**config.mk**
```make
export PLATFORM = sky130hd
export DESIGN_NAME = control_sequencer
export DESIGN_NICKNAME = d
export VERILOG_FILES = /design/src/rtl/control_sequencer.sv
export SDC_FILE = /design/constraint.sdc
export NUM_CORES = 1
export LEC_CHECK = 0
export ABC_AREA = 1
export CORE_UTILIZATION = 33
export CTS_CLUSTER_SIZE = 25
export DETAILED_ROUTE_END_ITERATION = 16
export GPL_TIMING_DRIVEN = 0
export PLACE_DENSITY_LB_ADDON = 0.2
export SYNTH_ARGS = -nofsm -noshare
export SYNTH_HDL_FRONTEND = slang
export SYNTH_SLANG_ARGS = --single-unit
```
**constraint.sdc**
```tcl
create_clock -name CLK -period 1.06 [get_ports CLK]
set_input_delay 0.212 -clock CLK [delete_from_list [all_inputs] [get_ports CLK]]
set_output_delay 0.212 -clock CLK [all_outputs]
set_load 0.02 [all_outputs]
```
**src/rtl/control_sequencer.sv**
```systemverilog
// control_sequencer
// Microstep sequencer for a small bus-based CPU. A five-step counter (T0..T4)
// walks each instruction; the control lines are decoded combinationally from
// the current step, the opcode and the flags so that the selected registers
// load on the clock edge that ends the step. HLT freezes the sequencer until
// reset.

module control_sequencer (
    input  logic       CLK,
    input  logic       RESETn,
    input  logic [3:0] OPCODE,
    input  logic       FLAG_C,
    input  logic       FLAG_Z,
    output logic [2:0] STEP,
    output logic       HALTED,
    output logic       MIn,
    output logic       RIn,
    output logic       ROn,
    output logic       IIn,
    output logic       IOn,
    output logic       AIn,
    output logic       AOn,
    output logic       BIn,
    output logic       EOn,
    output logic       OIn,
    output logic       COn,
    output logic       Jn,
    output logic       FIn,
    output logic       SU,
    output logic       CE
);

    typedef enum logic [2:0] {
        T0 = 3'd0,
        T1 = 3'd1,
        T2 = 3'd2,
        T3 = 3'd3,
        T4 = 3'd4
    } step_t;

    // Control lines in active-high form; polarity is fixed at the ports.
    typedef struct packed {
        logic mi;
        logic ri;
        logic ro;
        logic ii;
        logic io;
        logic ai;
        logic ao;
        logic bi;
        logic eo;
        logic oi;
        logic co;
        logic j;
        logic fi;
        logic su;
        logic ce;
    } ctl_t;

    localparam ctl_t CTL_IDLE = '{default: 1'b0};

    localparam logic [3:0] OP_LDA = 4'h1;
    localparam logic [3:0] OP_ADD = 4'h2;
    localparam logic [3:0] OP_SUB = 4'h3;
    localparam logic [3:0] OP_STA = 4'h4;
    localparam logic [3:0] OP_LDI = 4'h5;
    localparam logic [3:0] OP_JMP = 4'h6;
    localparam logic [3:0] OP_JC  = 4'h7;
    localparam logic [3:0] OP_JZ  = 4'h8;
    localparam logic [3:0] OP_OUT = 4'hE;
    localparam logic [3:0] OP_HLT = 4'hF;

    step_t step_r;
    logic  halted_r;
    logic  halt_s;
    ctl_t  ctl_s;

    // HLT takes effect on the edge that ends its T2 step.
    assign halt_s = (step_r == T2) && (OPCODE == OP_HLT);

    // Step counter and halt latch; out-of-range step values fall back to T0.
    always_ff @(posedge CLK or negedge RESETn) begin
        if (!RESETn) begin
            step_r   <= T0;
            halted_r <= 1'b0;
        end else if (halted_r) begin
            step_r   <= step_r;
            halted_r <= 1'b1;
        end else if (halt_s) begin
            step_r   <= T3;
            halted_r <= 1'b1;
        end else begin
            halted_r <= 1'b0;
            case (step_r)
                T0:      step_r <= T1;
                T1:      step_r <= T2;
                T2:      step_r <= T3;
                T3:      step_r <= T4;
                T4:      step_r <= T0;
                default: step_r <= T0;
            endcase
        end
    end

    // Microcode decode; everything idles during reset or while halted.
    always_comb begin
        ctl_s = CTL_IDLE;
        if (RESETn && !halted_r) begin
            case (step_r)
                T0: begin
                    ctl_s.co = 1'b1;
                    ctl_s.mi = 1'b1;
                end
                T1: begin
                    ctl_s.ro = 1'b1;
                    ctl_s.ii = 1'b1;
                    ctl_s.ce = 1'b1;
                end
                T2: begin
                    case (OPCODE)
                        OP_LDA, OP_ADD, OP_SUB, OP_STA: begin
                            ctl_s.io = 1'b1;
                            ctl_s.mi = 1'b1;
                        end
                        OP_LDI: begin
                            ctl_s.io = 1'b1;
                            ctl_s.ai = 1'b1;
                        end
                        OP_JMP: begin
                            ctl_s.io = 1'b1;
                            ctl_s.j  = 1'b1;
                        end
                        OP_JC: begin
                            if (FLAG_C) begin
                                ctl_s.io = 1'b1;
                                ctl_s.j  = 1'b1;
                            end else begin
                                ctl_s = CTL_IDLE;
                            end
                        end
                        OP_JZ: begin
                            if (FLAG_Z) begin
                                ctl_s.io = 1'b1;
                                ctl_s.j  = 1'b1;
                            end else begin
                                ctl_s = CTL_IDLE;
                            end
                        end
                        OP_OUT: begin
                            ctl_s.ao = 1'b1;
                            ctl_s.oi = 1'b1;
                        end
                        default: ctl_s = CTL_IDLE;
                    endcase
                end
                T3: begin
                    case (OPCODE)
                        OP_LDA: begin
                            ctl_s.ro = 1'b1;
                            ctl_s.ai = 1'b1;
                        end
                        OP_ADD, OP_SUB: begin
                            ctl_s.ro = 1'b1;
                            ctl_s.bi = 1'b1;
                        end
                        OP_STA: begin
                            ctl_s.ao = 1'b1;
                            ctl_s.ri = 1'b1;
                        end
                        default: ctl_s = CTL_IDLE;
                    endcase
                end
                T4: begin
                    case (OPCODE)
                        OP_ADD, OP_SUB: begin
                            ctl_s.eo = 1'b1;
                            ctl_s.ai = 1'b1;
                            ctl_s.fi = 1'b1;
                            ctl_s.su = (OPCODE == OP_SUB);
                        end
                        default: ctl_s = CTL_IDLE;
                    endcase
                end
                default: ctl_s = CTL_IDLE;
            endcase
        end else begin
            ctl_s = CTL_IDLE;
        end
    end

    assign STEP   = step_r;
    assign HALTED = halted_r;

    assign MIn = ~ctl_s.mi;
    assign RIn = ~ctl_s.ri;
    assign ROn = ~ctl_s.ro;
    assign IIn = ~ctl_s.ii;
    assign IOn = ~ctl_s.io;
    assign AIn = ~ctl_s.ai;
    assign AOn = ~ctl_s.ao;
    assign BIn = ~ctl_s.bi;
    assign EOn = ~ctl_s.eo;
    assign OIn = ~ctl_s.oi;
    assign COn = ~ctl_s.co;
    assign Jn  = ~ctl_s.j;
    assign FIn = ~ctl_s.fi;
    assign SU  = ctl_s.su;
    assign CE  = ctl_s.ce;

endmodule

```
==> metrics.yaml, run 1 <==
fmax_mhz: 649
hold_viol: 0
setup_viol: 18
wl_mm: 1.86
ys_types: 21
wl_per_cell_um: 13.1
worstSetupEndpointType: "output port"
track_usage: 0.231
ff2ff_path_depth: 5
initial_utilization: 0.366
crit_type: "reg -> out"
worstReg2RegEnd: "STEP[2]"
hp-start: "OPCODE[1]"
grt_pass1_vias: 629
rows: 13
drv_cap: 0
drive_above_1_share: 0.685
r2r-start: "HALTED"
post_drt_via_cell_ratio: 5.13
period_needed_ns: 1.54
yosysSeqAreaShare: 0.203
ys_warn_count: 0
gp_congestion: 0.715
leakagePower_nw: 0.486
ys_ff_latch: 4
htreeDepth: 1
period_share: 1.45
grt_first_pass_wirelength_mm: 2.55
chipHeight_um: 40.7
status: "complete, but fails checks"
synth_area_um2: 494
min_path_cells: 5
place.port_buffers: 26
peakVddDrop_mv: 0.511
drv_slew: 0
busiest_layer: "met2"
dieArea_mm2: 0.00166
arrival_ns: 1.33
synth_nets: 89
fp.dieW_um: 40.7
numClockSinks: 4
placedCellCount: 122
antenna_found_initial: 0
p_per_area_mw_per_mm2: 397
rsz0062_at_grt: "yes"
coreArea_mm2: 0.00135
drtPass1Iterations: 4
clk_pin_slew_worst_paths_ns: 0.03
min_path_type: "in -> reg"
grt_max_degree: 8
cts_inserted_buffers: 3
hold_end: "HALTED"
grtUsageMet1: 0.257
finalNonFillerCells: 142
slew_headroom: 0.776
synth_cells: 81
tightest_slew_ns: 0.336
overflow: 0
hpwl_mm: 1.16
num_antenna_cells: 0
fin_tns_setup_ns: -6.83
clkLatencyLatePin_ns: 0.23
fin_worst_skew_ns: 0.00912
drtAntennaViolNets: 0
avgSynthCellArea_um2: 6.10
drcViolationCount: 0
nets: 137
root_buffer: "clkbuf_4"
clock_path_buffers: 2
drt_iter0_markers: 8
io_pins: 27
r2r_slack_ns: 0.05
critPathLaunchType: "flop"
violations: "negative setup slack"
crit_required_ns: 0.85
holdWs_ns: 0.463
via_count: 728
worstPathMaxFanout: 5
cts_tree: "yes"
fin_ws_ns: -0.482
gr-usage-met3: 0.00543
areaGrowthSynthToFinish_pct: 121
use_met2: 0.437
==> routing by layer <==
metal | wire length (um) | up-vias
li1 | - | 355
met1 | 652 | 343
met2 | 1090 | 26
met3 | 77 | 4
met4 | 36 | 0
met5 | 0 | -
==> cell type report <==
| class | count | area, um2 |
|---|---|---|
| clock buffers | 3 | 22.5 |
| repair buffers | 43 | 397 |
| multi-input cells | 63 | 483 |
| flip-flops and latches | 4 | 105 |
| well taps | 15 | 18.8 |
| inverters | 14 | 65.1 |
| fillers | 90 | 259 |
==> repair_timing <==
| action | 4_1_cts | 5_1_grt |
|---|---|---|
| hold buffers | 1 | 0 |
| setup endpoints to repair | 20 | 19 |
| buffers inserted | 10 | 6 |
| pin swaps | 9 | 11 |
| resized for setup | 118 | 17 |
| hold endpoints to repair | 4 | 0 |
==> sequential cells by signal, indices dropped and copies added (netlist names) <==
register and flops:
HALTED 1, STEP 3
==> where the power goes <==
group          switching (mW)  total [mW]  internal [mW]
Combinational          0.0611      0.0955         0.0344
Clock                  0.0583       0.185          0.126
Sequential                  0       0.153          0.153
==> cells in the final DEF, fill, tap and decap left out, types with 2 or more instances in the layout <==
master	synthesis	routed
nand3_1	9	4
dfrtp_2	0	4
nand3_4	0	2
buf_4	0	13
nand3_2	2	5
inv_1	8	5
nand2_2	4	11
o21bai_4	0	2
nor2_4	2	5
buf_2	0	3
nor2_1	6	4
inv_2	6	6
buf_6	0	19
nand2_1	25	15
nor3_4	1	3
nand2_4	0	3
dlygate4sd2_1	0	4
nor2_2	3	2
inv_4	0	2
clkdlybuf4s50_1	0	2
clkbuf_4	0	3
==> cells in the mapped netlist, drive strengths merged <==
master	number	area [um2]
nor2	11	63.8
dfrtp	4	100
nand3	11	65.1
nand2	29	119
o22ai	1	6.26
o21bai	2	18.8
inv	14	52.6
nor3	4	36.3
nand4	1	6.26
o211ai	1	7.51
a21oi	1	5.00
o21ai	2	13.8
==> cells by family after synthesis <==
| family | count (synthesis) | share of synthesized area |
|---|---|---|
| buf+inv | 14 | 0.106 |
| simple gates | 56 | 0.587 |
| compound gates | 7 | 0.104 |
| flops | 4 | 0.203 |
==> worst max-delay path by stage <==
| stage | from | to | slack (ns) |
|---|---|---|---|
| 6_report | STEP[0] | IOn | -0.48 |
| 5_1_grt | STEP[2] | IOn | -0.53 |
| 4_1_cts | STEP[2] | IOn | -0.48 |
| 3_5_place_dp | OPCODE[3] | SU | -1.12 |
| 3_3_place_gp | OPCODE[3] | SU | -1.10 |
| 2_1_floorplan | STEP[0] | SU | -0.26 |
==> per-stage QoR <==
stage	instance area, um2	utilization	setup WS (ns)	power [mW]
6_report	1090	0.808	-0.482	0.434
5_1_grt	1090	0.808	-0.530	0.452
2_1_floorplan	593	-	-0.257	0.199
3_3_place_gp	872	0.646	-1.10	0.247
4_1_cts	997	0.739	-0.483	0.441
3_5_place_dp	872	0.646	-1.12	0.248
==> critical path, stage by stage (launching register included) <==
cell and delay, ns:
dfrtp_2 0.45, buf_6 0.14, nor2_4 0.12, nand2_2 0.09
o21bai_4 0.18, buf_6 0.13
(Power assumes the default switching activity.)
==> inputs of run 2 (changes only) <==
ABC_AREA = not set   (was 1)
==> metrics.yaml, run 2 <==
synth_edf_count: 0  # unchanged
drcViolationCount: 0  # unchanged
worstSetupEndpointType: "output port"  # unchanged
final_cell_mix: "15 x buf_6, 13 x buf_4, 8 x buf_2"  # was 19 x buf_6, 15 x nand2_1, 13 x buf_4
dieArea_mm2: 0.00164  # was 0.00166 mm2
rows: 13  # unchanged
clkLatencyLatePin_ns: 0.24  # was 0.23 ns
wl_mm: 1.64  # was 1.86 mm
ys_ff_latch: 4  # unchanged
hpwl_um: 942  # was 1.16 mm
fp.dieW_um: 40.6  # was 40.7 um
hold_viol: 0  # unchanged
chipHeight_um: 40.6  # was 40.7 um
setup_viol: 21  # was 18
io_pins: 27  # unchanged
grt_first_pass_wirelength_mm: 2.25  # was 2.55 mm
fillers: 108  # was 90
rsz0062_at_grt: "yes"  # unchanged
largest_reg_flops: 3  # unchanged
drv_slew: 0  # unchanged
gp_congestion: 0.733  # was 0.715
synth_area_um2: 490  # was 494 um2
slew_headroom: 0.779  # was 0.776
arrival_ns: 1.50  # was 1.33 ns
clk_pin_slew_worst_paths_ns: 0.04  # was 0.03 ns
num_antenna_cells: 0  # unchanged
fin_ws_ns: -0.648  # was -0.482 ns
root_buffer: "clkbuf_4"  # unchanged
synth_area_leader_cell: "dfrtp_1"  # unchanged
leakagePower_nw: 0.416  # was 0.486 nW
grt_pass1_vias: 519  # was 629
synth_common_cells: "8 x nand2_1, 5 x nor2_1, 4 x dfrtp_1, 4 x nor3b_1"  # was 25 x nand2_1, 9 x nand3_1, 8 x inv_1
avgSynthCellArea_um2: 7.66  # was 6.10 um2
yosysMostFrequentCell: "nand2_1"  # unchanged
yosysSeqAreaShare: 0.204  # was 0.203
holdWs_ns: 0.348  # was 0.463 ns
numClockSinks: 4  # unchanged
ys_warn_count: 0  # unchanged
ys_types: 36  # was 21
via_count: 632  # was 728
fmax_mhz: 585  # was 649 MHz
areaGrowthSynthToFinish_pct: 98.5  # was 121%
synth_nets: 72  # was 89
critPathLaunchType: "flop"  # unchanged
worstPathMaxFanout: 6  # was 5
nets: 115  # was 137
cts_inserted_buffers: 3  # unchanged
power.total_uw: 452  # was 434 uW
place.port_buffers: 24  # was 26
overflow: 0  # unchanged
peakVddDrop_mv: 0.601  # was 0.511 mV
p_per_area_mw_per_mm2: 465  # was 397 mW/mm2
synth_cells: 64  # was 81
drt_iter0_markers: 18  # was 8
cts_tree: "yes"  # unchanged
initial_utilization: 0.368  # was 0.366
crit_required_ns: 0.85  # about the same
drtAntennaViolNets: 0  # unchanged
period_share: 1.61  # was 1.45
antenna_found_initial: 0  # unchanged
fin_worst_skew_ns: 0.00438  # was 0.00912 ns
drive_above_1_share: 0.638  # was 0.685
ys_top_cells_by_area: "dfrtp_1 20%, nand2_1 6.1%, nor3b_1 6.1%, nor3b_2 5.1%, buf_6 4.6%"  # was dfrtp_1 20%, nand2_1 19%, nand3_1 9.1%, inv_1 6.1%, nand2_2 5.1%
clock_path_buffers: 2  # unchanged
drv_cap: 0  # unchanged
placedCellCount: 103  # was 122
wl_per_cell_um: 13.7  # was 13.1 um
tightest_slew_ns: 0.329  # was 0.336 ns
post_drt_via_cell_ratio: 5.27  # was 5.13
crit_type: "reg -> out"  # unchanged
period_needed_ns: 1.71  # was 1.54 ns
violations: "negative setup slack"  # unchanged
synth.top_cell.area_share: 0.204  # was 0.203
final_common_cell: "buf_6"  # unchanged
status: "complete, but fails checks"  # unchanged
min_path_type: "in -> reg"  # unchanged
synth_flop_cell: "dfrtp_1"  # unchanged
finalNonFillerCells: 120  # was 142
track_usage: 0.212  # was 0.231
drtPass1Iterations: 4  # unchanged
coreArea_mm2: 0.00133  # was 0.00135 mm2
grt_max_degree: 11  # was 8
htreeDepth: 1  # unchanged
async_flop_share: 1.00  # unchanged
run 2: changes by cell type after synthesis, sizes merged, moves of 5 or more:
cell / change
nand2: -21
nor3b: +6
nand3: -10
buf: +5
inv: -11
nor2: -6
run 2: where the power goes:
group	internal (mW)	total [mW]	leakage (nW)	switching, mW
clock	0.127	0.197	0.0138	0.0697
combinational	0.0541	0.102	0.357	0.0480
sequential	0.153	0.153	0.0453	0
total	0.335	0.452	0.416	0.118
run 2: path summary, 6_finish.rpt:
kind                       cells after the start  endpoint  slack, ns      start
setup / recovery                               4       IOn      -0.65     HALTED
hold / removal                                 3    HALTED       0.35  OPCODE[2]
setup reg to reg                               4   STEP[1]      -0.06    STEP[0]
hold reg to reg                                1   STEP[2]       0.62     HALTED
max in group asynchronous                      2    HALTED       0.33     RESETn
min in group asynchronous                      2   STEP[2]       0.54     RESETn
run 2: repair_timing:
item	4_1_cts	5_1_grt
buffers inserted	7	6
gates resized for setup	105	11
pin swaps	5	3
endpoints found under the hold margin	4	0
hold buffers	1	0
endpoints found under the setup margin	21	21
run 2: critical path, stage by stage (launching register included):
cell and delay, ns:
dfrtp_2 0.45, nor3b_4 0.29, and3b_2 0.26, o211ai_1 0.09, buf_2 0.17
run 2: kinds of logic after synthesis:
kind of cell,Yosys count,share of synthesized area
and+or+nand+nor,34,0.426
DFF,4,0.204
AOI/OAI and AO/OA,14,0.196
xor gates and xnor gates,1,0.0179
buffers and inverters,9,0.112
muxes,2,0.0434
run 2: routing by layer:
| layer | vias to the layer above | global-route usage | routed length [um] |
|---|---|---|---|
| li1 | 313 | - | - |
| met2 | 24 | 0.325 | 809 |
| met4 | 0 | 0.117 | 34 |
| met1 | 291 | 0.259 | 718 |
| met3 | 4 | 0.0667 | 82 |
| met5 | - | 0 | 0 |
run 2: area by class of cell:
type / instances / area, um2 / share of cell area
Multi-Input combinational cell: 51 / 434 / 0.446
Buffer: 6 / 66.3 / 0.0681
Sequential cell: 4 / 105 / 0.108
Inverter: 3 / 11.3 / 0.0116
Tap cell: 15 / 18.8 / 0.0193
Timing Repair Buffer: 38 / 315 / 0.324
Clock buffer: 3 / 22.5 / 0.0231
run 2: per-stage QoR:
stage	setup slack, ns	utilization	instance area, um2	setup TNS [ns]
floorplan	-0.294	-	561	-3.30
global placement	-1.24	0.614	820	-17.62
detailed placement	-1.27	0.614	820	-17.81
CTS	-0.651	0.678	905	-8.83
global route	-0.756	0.730	973	-10.04
finish	-0.648	0.730	973	-8.68
